`src/rtl/sync_pkg.sv`:
```
// Shared types and constants for the synchronisation-link receive framer.
// Latency: n/a (declarations only).
// Backpressure: n/a (declarations only).
package sync_pkg;

  // Framer states, in frame order
  typedef enum logic [3:0] {
    SYNC_IDLE  = 4'd0,
    SYNC_HDR   = 4'd1,
    SYNC_LEN_H = 4'd2,
    SYNC_LEN_L = 4'd3,
    SYNC_DATA  = 4'd4,
    SYNC_CRC_H = 4'd5,
    SYNC_CRC_L = 4'd6,
    SYNC_CHECK = 4'd7,
    SYNC_HOLD  = 4'd8
  } sync_state_e;

  // Buffer status codes presented on sync_Btoa_en
  localparam logic [1:0] SYNC_ST_IDLE = 2'b00;
  localparam logic [1:0] SYNC_ST_OK   = 2'b10;
  localparam logic [1:0] SYNC_ST_ERR  = 2'b01;

  // Receive buffer size in bytes; also the largest legal LEN
  localparam int SYNC_BUF_DEPTH = 2048;

  // CRC-16/CCITT, MSB first, no reflection
  localparam logic [15:0] SYNC_CRC_POLY = 16'h1021;
  localparam logic [15:0] SYNC_CRC_INIT = 16'hFFFF;

endpackage

```
`src/rtl/sync_rx_pack_if.sv`:
```
// Byte stream in, receive-buffer write port and frame status out.
// Latency: n/a (wiring only).
// Backpressure: none; the byte source may present a byte every clock.
interface sync_rx_pack_if;

  logic [7:0]  rx_byte;
  logic        rx_byte_vld;
  logic        slink_buf_wen;
  logic [10:0] slink_buf_waddr;
  logic [7:0]  slink_buf_wdata;
  logic        sync_recv_en;
  logic [1:0]  sync_Btoa_en;
  logic [15:0] frame_ok_cnt;
  logic [15:0] frame_err_cnt;

  // Byte source / status consumer side
  modport master (
    output rx_byte, rx_byte_vld,
    input  slink_buf_wen, slink_buf_waddr, slink_buf_wdata,
    input  sync_recv_en, sync_Btoa_en, frame_ok_cnt, frame_err_cnt
  );

  // Framer side
  modport slave (
    input  rx_byte, rx_byte_vld,
    output slink_buf_wen, slink_buf_waddr, slink_buf_wdata,
    output sync_recv_en, sync_Btoa_en, frame_ok_cnt, frame_err_cnt
  );

endinterface

```
`src/rtl/crc16_ccitt_byte.sv`:
```
// One-byte CRC-16/CCITT step (poly 0x1021, MSB first, no reflection).
// Latency: combinational, zero clocks.
// Backpressure: none; pure function of its inputs.
module crc16_ccitt_byte
  import sync_pkg::*;
(
  input  logic [7:0]  data_in,
  input  logic [15:0] crc_in,
  output logic [15:0] crc_out
);

  logic [15:0] c;
  logic        fb;

  // Shift the byte in MSB first, folding the polynomial on each feedback bit
  always_comb begin
    c  = crc_in;
    fb = 1'b0;
    for (int i = 7; i >= 0; i--) begin
      fb = c[15] ^ data_in[i];
      c  = {c[14:0], 1'b0};
      if (fb) begin
        c = c ^ SYNC_CRC_POLY;
      end
    end
    crc_out = c;
  end

endmodule

```
`src/rtl/sync_rx_pack.sv`:
```
// Sync-link receive framer: hunts HDR0/HDR1, writes payload to the 2048-byte buffer, flags good/bad frames.
// Latency: buffer write 1 clock after the byte; sync_recv_en/status 2 clocks after CRC_L is sampled.
// Backpressure: none; a byte may arrive every clock, bytes seen during HOLD are dropped. CRC checking needs SYNC_RX_CRC_EN.
module sync_rx_pack
  import sync_pkg::*;
#(
  parameter logic [7:0]  HDR0        = 8'hEB,
  parameter logic [7:0]  HDR1        = 8'h90,
  parameter logic [15:0] GAP_MAX     = 16'd1000,
  parameter logic [11:0] HOLD_CYCLES = 12'd2100
) (
  input logic           clk,
  input logic           reset,
  sync_rx_pack_if.slave bus
);

  localparam logic [3:0] ST_IDLE  = SYNC_IDLE;
  localparam logic [3:0] ST_HDR   = SYNC_HDR;
  localparam logic [3:0] ST_LEN_H = SYNC_LEN_H;
  localparam logic [3:0] ST_LEN_L = SYNC_LEN_L;
  localparam logic [3:0] ST_DATA  = SYNC_DATA;
  localparam logic [3:0] ST_CRC_H = SYNC_CRC_H;
  localparam logic [3:0] ST_CRC_L = SYNC_CRC_L;
  localparam logic [3:0] ST_CHECK = SYNC_CHECK;
  localparam logic [3:0] ST_HOLD  = SYNC_HOLD;

  logic [3:0]  state_q, state_d;
  logic [7:0]  len_h_q;
  logic [11:0] len_q;
  logic [11:0] data_cnt_q;
  logic [15:0] gap_q;
  logic [11:0] hold_cnt_q;
  logic        hdr0_seen_q;

  logic        wen_q;
  logic [10:0] waddr_q;
  logic [7:0]  wdata_q;
  logic        recv_q;
  logic [1:0]  status_q;
  logic [15:0] ok_cnt_q;
  logic [15:0] err_cnt_q;

  logic        vld;
  logic [7:0]  din;
  logic [15:0] len_word;
  logic        len_bad;
  logic        in_frame;
  logic        gap_expire;
  logic        hdr_accept;
  logic        len_err;
  logic        last_byte;
  logic        hold_done;
  logic        hold_pair;
  logic        crc_ok;
  logic        good_ev;
  logic        bad_ev;

  assign vld = bus.rx_byte_vld;
  assign din = bus.rx_byte;

  // Frame-level events decoded from the current state and incoming byte
  always_comb begin
    len_word   = {len_h_q, din};
    len_bad    = (len_word == 16'd0) || (len_word > 16'(SYNC_BUF_DEPTH));
    in_frame   = state_q inside {ST_LEN_H, ST_LEN_L, ST_DATA, ST_CRC_H, ST_CRC_L};
    gap_expire = in_frame && !vld && (gap_q >= GAP_MAX);
    hdr_accept = (state_q == ST_HDR) && vld && (din == HDR1);
    len_err    = (state_q == ST_LEN_L) && vld && len_bad;
    last_byte  = (state_q == ST_DATA) && vld && (data_cnt_q == len_q - 12'd1);
    hold_done  = (state_q == ST_HOLD) && (hold_cnt_q == HOLD_CYCLES - 12'd1);
    // A new header arriving while downstream still reads the buffer is a lost frame
    hold_pair  = (state_q == ST_HOLD) && vld && hdr0_seen_q && (din == HDR1);
    good_ev    = (state_q == ST_CHECK) && crc_ok;
    bad_ev     = ((state_q == ST_CHECK) && !crc_ok) || len_err || gap_expire;
  end

  // Next-state decode; an expired inter-byte gap overrides everything in-frame
  always_comb begin
    state_d = state_q;
    if (gap_expire) begin
      state_d = ST_IDLE;
    end else begin
      case (state_q)
        ST_IDLE:  if (vld && din == HDR0) state_d = ST_HDR;
        ST_HDR:   if (vld) state_d = (din == HDR1) ? ST_LEN_H :
                                     (din == HDR0) ? ST_HDR   : ST_IDLE;
        ST_LEN_H: if (vld) state_d = ST_LEN_L;
        ST_LEN_L: if (vld) state_d = len_bad ? ST_IDLE : ST_DATA;
        ST_DATA:  if (last_byte) state_d = ST_CRC_H;
        ST_CRC_H: if (vld) state_d = ST_CRC_L;
        ST_CRC_L: if (vld) state_d = ST_CHECK;
        ST_CHECK: state_d = crc_ok ? ST_HOLD : ST_IDLE;
        ST_HOLD:  if (hold_done) state_d = ST_IDLE;
        default:  state_d = ST_IDLE;
      endcase
    end
  end

  // State register and per-frame bookkeeping (length, byte index, gap and hold timers)
  always_ff @(posedge clk or negedge reset) begin
    if (!reset) begin
      state_q     <= ST_IDLE;
      len_h_q     <= 8'd0;
      len_q       <= 12'd0;
      data_cnt_q  <= 12'd0;
      gap_q       <= 16'd0;
      hold_cnt_q  <= 12'd0;
      hdr0_seen_q <= 1'b0;
    end else begin
      state_q <= state_d;
      if (state_q == ST_LEN_H && vld) len_h_q <= din;
      if (state_q == ST_LEN_L && vld && !len_bad) begin
        len_q      <= len_word[11:0];
        data_cnt_q <= 12'd0;
      end
      if (state_q == ST_DATA && vld) data_cnt_q <= data_cnt_q + 12'd1;
      gap_q      <= (in_frame && !vld) ? gap_q + 16'd1 : 16'd0;
      hold_cnt_q <= (state_q == ST_HOLD) ? hold_cnt_q + 12'd1 : 12'd0;
      if (state_q != ST_HOLD) hdr0_seen_q <= 1'b0;
      else if (vld)           hdr0_seen_q <= (din == HDR0);
    end
  end

  // Buffer write port: one registered strobe per payload byte
  always_ff @(posedge clk or negedge reset) begin
    if (!reset) begin
      wen_q   <= 1'b0;
      waddr_q <= 11'd0;
      wdata_q <= 8'd0;
    end else begin
      wen_q <= (state_q == ST_DATA) && vld;
      if (state_q == ST_DATA && vld) begin
        waddr_q <= data_cnt_q[10:0];
        wdata_q <= din;
      end
    end
  end

  // Status, frame-ready level and wrapping frame counters
  always_ff @(posedge clk or negedge reset) begin
    if (!reset) begin
      status_q  <= SYNC_ST_IDLE;
      recv_q    <= 1'b0;
      ok_cnt_q  <= 16'd0;
      err_cnt_q <= 16'd0;
    end else begin
      if (hdr_accept)  status_q <= SYNC_ST_IDLE;
      else if (good_ev) status_q <= SYNC_ST_OK;
      else if (bad_ev)  status_q <= SYNC_ST_ERR;
      if (good_ev)        recv_q <= 1'b1;
      else if (hold_done) recv_q <= 1'b0;
      if (good_ev) ok_cnt_q <= ok_cnt_q + 16'd1;
      if (bad_ev || hold_pair) err_cnt_q <= err_cnt_q + 16'd1;
    end
  end

`ifdef SYNC_RX_CRC_EN
  logic [15:0] crc_q;
  logic [15:0] crc_next;
  logic [15:0] rx_crc_q;

  crc16_ccitt_byte u_crc (
    .data_in (din),
    .crc_in  (crc_q),
    .crc_out (crc_next)
  );

  // Running CRC over LEN_H..last payload byte, plus the received trailer
  always_ff @(posedge clk or negedge reset) begin
    if (!reset) begin
      crc_q    <= SYNC_CRC_INIT;
      rx_crc_q <= 16'd0;
    end else begin
      if (hdr_accept) begin
        crc_q <= SYNC_CRC_INIT;
      end else if (vld && (state_q inside {ST_LEN_H, ST_LEN_L, ST_DATA})) begin
        crc_q <= crc_next;
      end
      if (vld && state_q == ST_CRC_H) rx_crc_q[15:8] <= din;
      if (vld && state_q == ST_CRC_L) rx_crc_q[7:0]  <= din;
    end
  end

  assign crc_ok = (rx_crc_q == crc_q);
`else
  // Trailer bytes are consumed by the FSM but not checked
  assign crc_ok = 1'b1;
`endif

  assign bus.slink_buf_wen   = wen_q;
  assign bus.slink_buf_waddr = waddr_q;
  assign bus.slink_buf_wdata = wdata_q;
  assign bus.sync_recv_en    = recv_q;
  assign bus.sync_Btoa_en    = status_q;
  assign bus.frame_ok_cnt    = ok_cnt_q;
  assign bus.frame_err_cnt   = err_cnt_q;

endmodule

```
`src/flat_wrapper.sv`:
```
// flat-port wrapper written by rule: the top's interface ports become plain ports
module sync_rx_pack_flat import sync_pkg::*;
#(
  parameter logic [7:0]  HDR0        = 8'hEB,
  parameter logic [7:0]  HDR1        = 8'h90,
  parameter logic [15:0] GAP_MAX     = 16'd1000,
  parameter logic [11:0] HOLD_CYCLES = 12'd2100
)
  (clk, reset, bus_rx_byte, bus_rx_byte_vld, bus_slink_buf_wen, bus_slink_buf_waddr, bus_slink_buf_wdata, bus_sync_recv_en, bus_sync_Btoa_en, bus_frame_ok_cnt, bus_frame_err_cnt);
  sync_rx_pack_if bus_i ();
  input logic clk;
  input logic reset;
  input wire logic [$bits(bus_i.rx_byte)-1:0] bus_rx_byte;
  input wire logic [$bits(bus_i.rx_byte_vld)-1:0] bus_rx_byte_vld;
  output wire logic [$bits(bus_i.slink_buf_wen)-1:0] bus_slink_buf_wen;
  output wire logic [$bits(bus_i.slink_buf_waddr)-1:0] bus_slink_buf_waddr;
  output wire logic [$bits(bus_i.slink_buf_wdata)-1:0] bus_slink_buf_wdata;
  output wire logic [$bits(bus_i.sync_recv_en)-1:0] bus_sync_recv_en;
  output wire logic [$bits(bus_i.sync_Btoa_en)-1:0] bus_sync_Btoa_en;
  output wire logic [$bits(bus_i.frame_ok_cnt)-1:0] bus_frame_ok_cnt;
  output wire logic [$bits(bus_i.frame_err_cnt)-1:0] bus_frame_err_cnt;
  assign bus_i.rx_byte = bus_rx_byte;
  assign bus_i.rx_byte_vld = bus_rx_byte_vld;
  assign bus_slink_buf_wen = bus_i.slink_buf_wen;
  assign bus_slink_buf_waddr = bus_i.slink_buf_waddr;
  assign bus_slink_buf_wdata = bus_i.slink_buf_wdata;
  assign bus_sync_recv_en = bus_i.sync_recv_en;
  assign bus_sync_Btoa_en = bus_i.sync_Btoa_en;
  assign bus_frame_ok_cnt = bus_i.frame_ok_cnt;
  assign bus_frame_err_cnt = bus_i.frame_err_cnt;
  sync_rx_pack #(.HDR0(HDR0), .HDR1(HDR1), .GAP_MAX(GAP_MAX), .HOLD_CYCLES(HOLD_CYCLES)) u_core (.clk(clk), .reset(reset), .bus(bus_i));
endmodule
```
`config.mk`:
```
export PLATFORM = sky130hd
export DESIGN_NAME = sync_rx_pack_flat
export DESIGN_NICKNAME = d
export VERILOG_FILES = /design/src/rtl/sync_pkg.sv /design/src/rtl/sync_rx_pack_if.sv /design/src/rtl/crc16_ccitt_byte.sv /design/src/rtl/sync_rx_pack.sv /design/src/flat_wrapper.sv
export SDC_FILE = /design/constraint.sdc
export NUM_CORES = 1
export LEC_CHECK = 0
export ABC_AREA = 1
export BUFFER_PORTS_ARGS = -buffer_cell sky130_fd_sc_hd__buf_2
export CAP_MARGIN = 10
export CORE_ASPECT_RATIO = 1.2
export CORE_MARGIN = 2
export CORE_UTILIZATION = 46
export DETAILED_ROUTE_END_ITERATION = 7
export PLACE_DENSITY = 0.71
export SLEW_MARGIN = 20
export SYNTH_ARGS = -nofsm -noshare
export SYNTH_HDL_FRONTEND = slang
export SYNTH_HIERARCHICAL = 1
export SYNTH_SLANG_ARGS = --single-unit
export TNS_END_PERCENT = 1
```
`constraint.sdc`:
```
create_clock -name clk -period 2.6 [get_ports clk]
set_clock_uncertainty 0.2 [all_clocks]
set_input_delay 0 -clock clk [delete_from_list [all_inputs] [get_ports clk]]
set_output_delay 0 -clock clk [all_outputs]
set_load 0.005 [all_outputs]
```
==> metrics.csv, run 1 <==
metric,value,unit
CP max FO,5,
die width,109,µm
worst skew pair latency,0.41,ns
Clock power frac,32.8,%
port buffer count,65,
"FF+latch count, synth",120,
DR top layer,met4,
Detailed Route Iter0 Violations,311,
Seq pwr share,37.7,%
Metal-1 WL,5620,µm
antenna diode count,0,
Max Clock Freq,439,MHz
largest net degree at the start of global routing,121,
Initial Utilization,47.5,%
period utilization,87.7,%
# rows,45,
met3 wire length,378,µm
Required @ worst endpoint,2.69,ns
worst vdd ir,412,µV
"Top FF cell, synth",dfrtp_1,
Rel. slew slack,56.8,%
type of the worst setup path,register to register,
RSZ-0062 raised after global routing,no,
dpl hpwl,8990,µm
clk root buf,clkbuf_16,
clk sink count,120,
Core Box Area,12700,µm²
Post-CTS Setup Repair Bufs,0,
Nets,859,
GP Congestion,0.837,
total negative slack,0,ns
met2 routed wirelength,6650,µm
Sw Ratio,34.7,%
chip height,130,µm
switching power,2410,µW
status,finished clean,
cells after synthesis,753,
Layout area overhead,20.2,%
Final Hold Fails,0,
Pre-Repair DR Iteration Count,4,
final instance area,7270,µm²
post-synthesis sequential area ratio,49.7,%
largest cells by area after synthesis,"dfrtp_1, nand2_1, inv_1",
via count,5133,
cell accounting for the most synthesized area,dfrtp_1,
Pwr Density,954,nW/µm²
startpoint types,register,
first-pass GRT wire length,22100,µm
Critical Path AT,2.37,ns
share of post-route cells with drive strength above 1,14.6,%
Synth top cells by count,"nand2_1, dfrtp_1, inv_1",
yosys warns,6,
min cycle time layout,2.28,ns
final-report setup violation count,0,
Via density,5.04,
DP Area,6590,µm²
max-cap violation count,0,
die area,14100,µm²
total CTS buffers,17,
"Async S/R FF share, synth",100,%
Avg Inst Size Synth,8.03,µm²
number of global-route vias before repair,4980,
initial antenna violation count,0,
synthesized cell area,6050,µm²
"EDFF count, synth",0,
WL per Instance,12.7,µm
grt ovf,0,
total I/O pin count,66,
H-tree depth,4,
"count leader, synth",nand2_1,
Gate power share,29.5,%
Leak Pwr,0.00366,µW
P_int,4530,µW
Hold Path Class,input port to async pin,
Worst-Margin Slew,0.649,ns
CTS max path bufs,2,
CTS tree,built,
drt drc,0,
Final Max Tran Viols,0,
Synth top area share,49.7,%
final wirelength,12900,µm
Final ANT Viol Nets,0,
Total GRT Usage,19.9,%
Worst-path clk slew,0.06,ns
Worst Setup End Kind,register,
unique cell type count in the Yosys netlist,38,
Synthesized Nets,771,
==> registers in the layout, summed over array words and instances, names as in the netlist <==
name / cells
u_core/hold_cnt_q: 12
u_core/len_q: 12
u_core/len_h_q: 8
u_core/state_q: 4
u_core/hdr0_seen_q: 1
u_core/bus.sync_recv_en: 1
u_core/bus.slink_buf_waddr: 11
u_core/bus.slink_buf_wen: 1
u_core/data_cnt_q: 12
u_core/bus.slink_buf_wdata: 8
u_core/gap_q: 16
u_core/bus.frame_err_cnt: 16
u_core/bus.frame_ok_cnt: 16
u_core/bus.sync_Btoa_en: 2
==> kinds of logic after synthesis <==
logic type                 Yosys count  share of synthesized area, %
AOI/OAI and AO/OA                  113                          9.93
xor gates and xnor gates            33                          4.78
adders and majority gates            7                          1.45
buffers and inverters              116                          7.28
DFF                                120                          49.7
and+or+nand+nor                    364                          26.9
==> metal layers <==
metal	GRT usage (%)	vias up
li1	-	2618
met1	23.9	2396
met2	34.1	94
met3	4.58	25
met4	8.30	0
met5	0	-
==> cells in the final DEF (no fill, tap or decap), types with 5 or more instances in the layout <==
cell type and n:
clkbuf_16 17, xor2_1 26, inv_2 5, nor4_1 11, nor3_1 17, dfrtp_1 120, nor2_2 5, nor2_1 76
inv_1 98, nand2_1 181, nand3_1 42, ha_1 7, buf_2 64, nand4_1 16, buf_4 7, dlygate4sd3_1 10
o21ai_0 57, o21ai_1 16, a21oi_1 27, xnor2_1 7
==> through the flow <==
| stage | hold slack (ns) | total power [µW] | cells | setup WS (ns) | utilization, % |
|---|---|---|---|---|---|
| 2_1_floorplan | -0.496 | 4020 | 753 | 0.663 | - |
| 3_3_place_gp | -0.0498 | 4620 | 976 | 0.465 | 51.8 |
| 3_5_place_dp | -0.0491 | 4650 | 976 | 0.414 | 51.8 |
| 4_1_cts | 0.0598 | 6990 | 1018 | 0.337 | 57.1 |
| 5_1_grt | 0.0948 | 7480 | 1018 | 0.0705 | 57.1 |
| 6_report | 0.0154 | 6940 | 1018 | 0.320 | 57.1 |
==> critical path: stages (launching register included) <==
cell and delay (ns):
dfrtp_1 0.41, inv_1 0.15, ha_1 0.24, nand2_1 0.14, nor2_1 0.20, nand2_1 0.10, nand3_1 0.09, nand2_1 0.06
nor2_1 0.11, nand3_1 0.11, nand2_1 0.14, nand2_2 0.08, nand3_1 0.08, nand2_1 0.06
==> what timing repair did <==
item                                    4_1_cts  5_1_grt
hold buffers                                 10        0
endpoints found under the setup margin        0        3
endpoints found under the hold margin       152        0
resized for setup                             0        1
==> final cells by class <==
cell class / instances / area, µm²
well taps: 164 / 205
flip-flops and latches: 120 / 3000
clock buffers: 24 / 482
repair buffers: 82 / 493
inverters: 103 / 387
multi-input cells: 517 / 2600
clock inverters: 8 / 95.1
fillers: 1188 / 5460
==> power groups by stage <==
stage               clock (µW)  sequential (µW)  combinational, µW
floorplan                    0             2590               1420
global placement             0             2640               1980
finish                    2280             2620               2040
global route              2420             2670               2390
detailed placement           0             2640               2010
CTS                       2320             2620               2050
==> worst paths after layout <==
| check | depth (start not counted) | slack, ns | to | startpoint |
|---|---|---|---|---|
| max in group asynchronous | 3 | 1.67 | u_core/gap_q[15] | reset |
| max | 13 | 0.32 | u_core/state_q[0] | u_core/len_q[0] |
| max reg2reg | 13 | 0.32 | u_core/state_q[0] | u_core/len_q[0] |
| min in group clk | 2 | 0.26 | u_core/bus.slink_buf_waddr[0] | u_core/bus.slink_buf_waddr[0] |
| min reg2reg | 2 | 0.26 | u_core/bus.slink_buf_waddr[0] | u_core/bus.slink_buf_waddr[0] |
| min | 3 | 0.02 | u_core/bus.slink_buf_waddr[0] | reset |
(Power assumes the default switching activity.)
==> inputs of run 2 (changes only) <==
Settings changed: ABC_AREA 1 to unset.
==> run 2 against run 1 <==
Core utilization grew 1.8 points. Final area shrank 1.3%. Combinational power shrank 18%. Sequential power shrank 4%. Non-clock buffer count grew 18.
==> metrics.csv, run 2 <==
metric,value,unit,change
H-tree depth,4,,unchanged
cells after synthesis,583,,-23%
largest cells by area after synthesis,"dfrtp_1, nand2_1, xnor2_1",,
FILL cells,992,,-16%
grt ovf,0,,unchanged
yosys warns,6,,unchanged
share of post-route cells with drive strength above 1,22.3,%,+7.6 points
Gate power share,25.5,%,-4.0 points
total I/O pin count,66,,unchanged
Synth top cells by count,"dfrtp_1, nand2_1, nor2_1",,
Layout area overhead,23.9,%,
Worst setup endpoint,u_core/state_q[2],,
worst vdd ir,497,µV,+21%
Clock power frac,36.5,%,+3.7 points
clk root buf,clkbuf_16,,
"most common cell after layout, fill and taps aside",dfrtp_1,,
Hold Path Class,input port to register,,
max-cap violation count,0,,unchanged
overall power,6590,µW,-4.9%
unique cell type count in the Yosys netlist,52,,+37%
Synth top area share,51.9,%,+2.2 points
GP Congestion,0.891,,+6.6%
"EDFF count, synth",0,,unchanged
Detailed Route Iter0 Violations,272,,-13%
Worst-path clk slew,0.05,ns,about the same
die area,13500,µm²,-4.1%
Final Hold Fails,0,,unchanged
Seq pwr share,38.0,%,+0.3 points
"Async S/R FF share, synth",100,%,unchanged
status,finished clean,,
final worst setup slack,0.00946,ns,-0.311 ns
dpl cells,813,,-17%
P_int,4620,µW,+2.1%
"count leader, synth",dfrtp_1,,
final wirelength,12800,µm,-0.59%
Avg Inst Size Synth,9.93,µm²,+24%
Total GRT Usage,20.3,%,+0.48 points
synthesized cell area,5790,µm²,-4.3%
post-synthesis sequential area ratio,51.9,%,+2.2 points
dpl hpwl,8950,µm,-0.51%
crit path from,u_core/len_q[1],,
Via density,5.43,,+7.7%
drt drc,0,,unchanged
CP max FO,4,,-1
port buffer count,65,,unchanged
RR Startpoint,u_core/len_q[1],,
r2r setup slk,0.009,ns,-0.31 ns
Synthesized Nets,601,,-22%
Worst Setup End Kind,register,,
Initial Utilization,47.6,%,+0.051 points
Rel. slew slack,57.8,%,+1.0 points
"Top FF cell, synth",dfrtp_1,,
most frequent cells in the layout,"dfrtp_1, nand2_1, buf_2, nor2_1, xnor2_1",,
Reg2Reg Depth,10,,-3
Sw Ratio,29.9,%,-4.8 points
clk sink count,120,,unchanged
CTS max path bufs,2,,unchanged
Worst-Margin Slew,0.633,ns,-0.0151 ns
total CTS buffers,17,,unchanged
first-pass GRT wire length,22200,µm,+0.34%
worst skew pair latency,0.41,ns,about the same
Final ANT Viol Nets,0,,unchanged
initial antenna violation count,0,,unchanged
largest net degree at the start of global routing,51,,-58%
Core Box Area,12200,µm²,-4.4%
# rows,44,,-2.2%
Critical Path AT,2.68,ns,+0.31 ns
"FF+latch count, synth",120,,unchanged
startpoint types,register,,
die width,106,µm,-2.1%
via count,4654,,-9.3%
Worst R2R End,u_core/state_q[2],,
"non-filler cells, final",857,,-16%
CTS tree,built,,
final-report setup violation count,0,,unchanged
cell accounting for the most synthesized area,dfrtp_1,,
min cycle time layout,2.59,ns,+0.311 ns
type of the worst setup path,register to register,,
RSZ-0062 raised after global routing,yes,,
DP Worst Slack,-0.0205,ns,-0.434 ns
chip height,127,µm,-2.1%
number of global-route vias before repair,4743,,-4.8%
Pre-Repair DR Iteration Count,4,,unchanged
switching power,1970,µW,-18%
Leak Pwr,0.00345,µW,-5.7%
Nets,701,,-18%
Max Clock Freq,386,MHz,-12%
Final Max Tran Viols,0,,unchanged
antenna diode count,0,,unchanged
WL per Instance,15.0,µm,+18%
Required @ worst endpoint,2.69,ns,about the same
period utilization,99.6,%,+12 points
Pwr Density,920,nW/µm²,-3.6%
## run 2: layer usage
layer | global-route usage [%] | vias up | wire length [µm]
met5 | 0 | - | 0
met4 | 7.74 | 0 | 194
met3 | 4.57 | 17 | 490
met2 | 34.5 | 110 | 6670
met1 | 25.3 | 2301 | 5490
li1 | - | 2226 | -
## run 2: logic make-up after synthesis
group                    synth area share [%]
AND/OR/NAND/NOR                          23.1
flip-flops                               51.9
AO/OA/AOI/OAI                            7.52
XOR/XNOR                                 9.21
buffers and inverters                    2.18
multiplexers                             4.60
adder cells (fa/ha/maj)                  1.51
## run 2: worst min path at each step
stage,start,endpoint,slack (ns),depth (start not counted)
global placement,reset,u_core/bus.frame_ok_cnt[15],-0.12,1
global route,bus_rx_byte[2],u_core/bus.slink_buf_wdata[2],0.21,4
CTS,bus_rx_byte[2],u_core/bus.slink_buf_wdata[2],0.17,4
finish,bus_rx_byte[2],u_core/bus.slink_buf_wdata[2],0.20,4
floorplan,reset,u_core/bus.frame_err_cnt[0],-0.50,0
detailed placement,reset,u_core/bus.frame_ok_cnt[15],-0.12,1
## run 2: power groups by stage
stage	Sequential [µW]	Clock, µW	Combinational (µW)
after detailed placement	2530	0	1640
after CTS	2510	2450	1670
after global placement	2510	0	1600
after global routing	2550	2550	1870
final	2510	2410	1680
after floorplan	2490	0	1070
## run 2: final cells by class
type                    instances  area, µm²  share of cell area, %
well taps                     161        201                   2.81
repair buffers                100        633                   8.83
inverters                      13       48.8                  0.681
multi-input cells             431       2680                   37.4
clock inverters                 9        148                   2.06
flip-flops and latches        120       3000                   41.9
clock buffers                  23        458                   6.39
## run 2: timing repair
| item | 4_1_cts | 5_1_grt |
|---|---|---|
| pin swaps | 4 | 0 |
| hold buffers | 12 | 0 |
| endpoints found under the hold margin | 123 | 0 |
| setup buffers | 0 | 0 |
| gates cloned | 0 | 0 |
| resized for setup | 1 | 3 |
| setup endpoints to repair | 2 | 14 |
## run 2: worst max-delay path, cell delays in order, from the launching register on
cell     delay [ns]
dfrtp_1        0.38
buf_4          0.15
inv_1          0.05
ha_1           0.17
nor3b_2        0.20
nand2_1        0.09
or4b_2         0.66
a31oi_2        0.22
a31oi_1        0.13
mux2i_1        0.17
nor2_1         0.05
## run 2: per-stage QoR
stage | util, % | TNS (ns) | area, µm² | hold slack, ns
global placement | 52.8 | -0.00790 | 6430 | -0.124
finish | 58.9 | 0 | 7170 | 0.201
floorplan | - | 0 | 5790 | -0.496
global route | 58.9 | -0.199 | 7170 | 0.213
detailed placement | 52.8 | -0.0205 | 6430 | -0.121
CTS | 58.9 | 0 | 7160 | 0.170
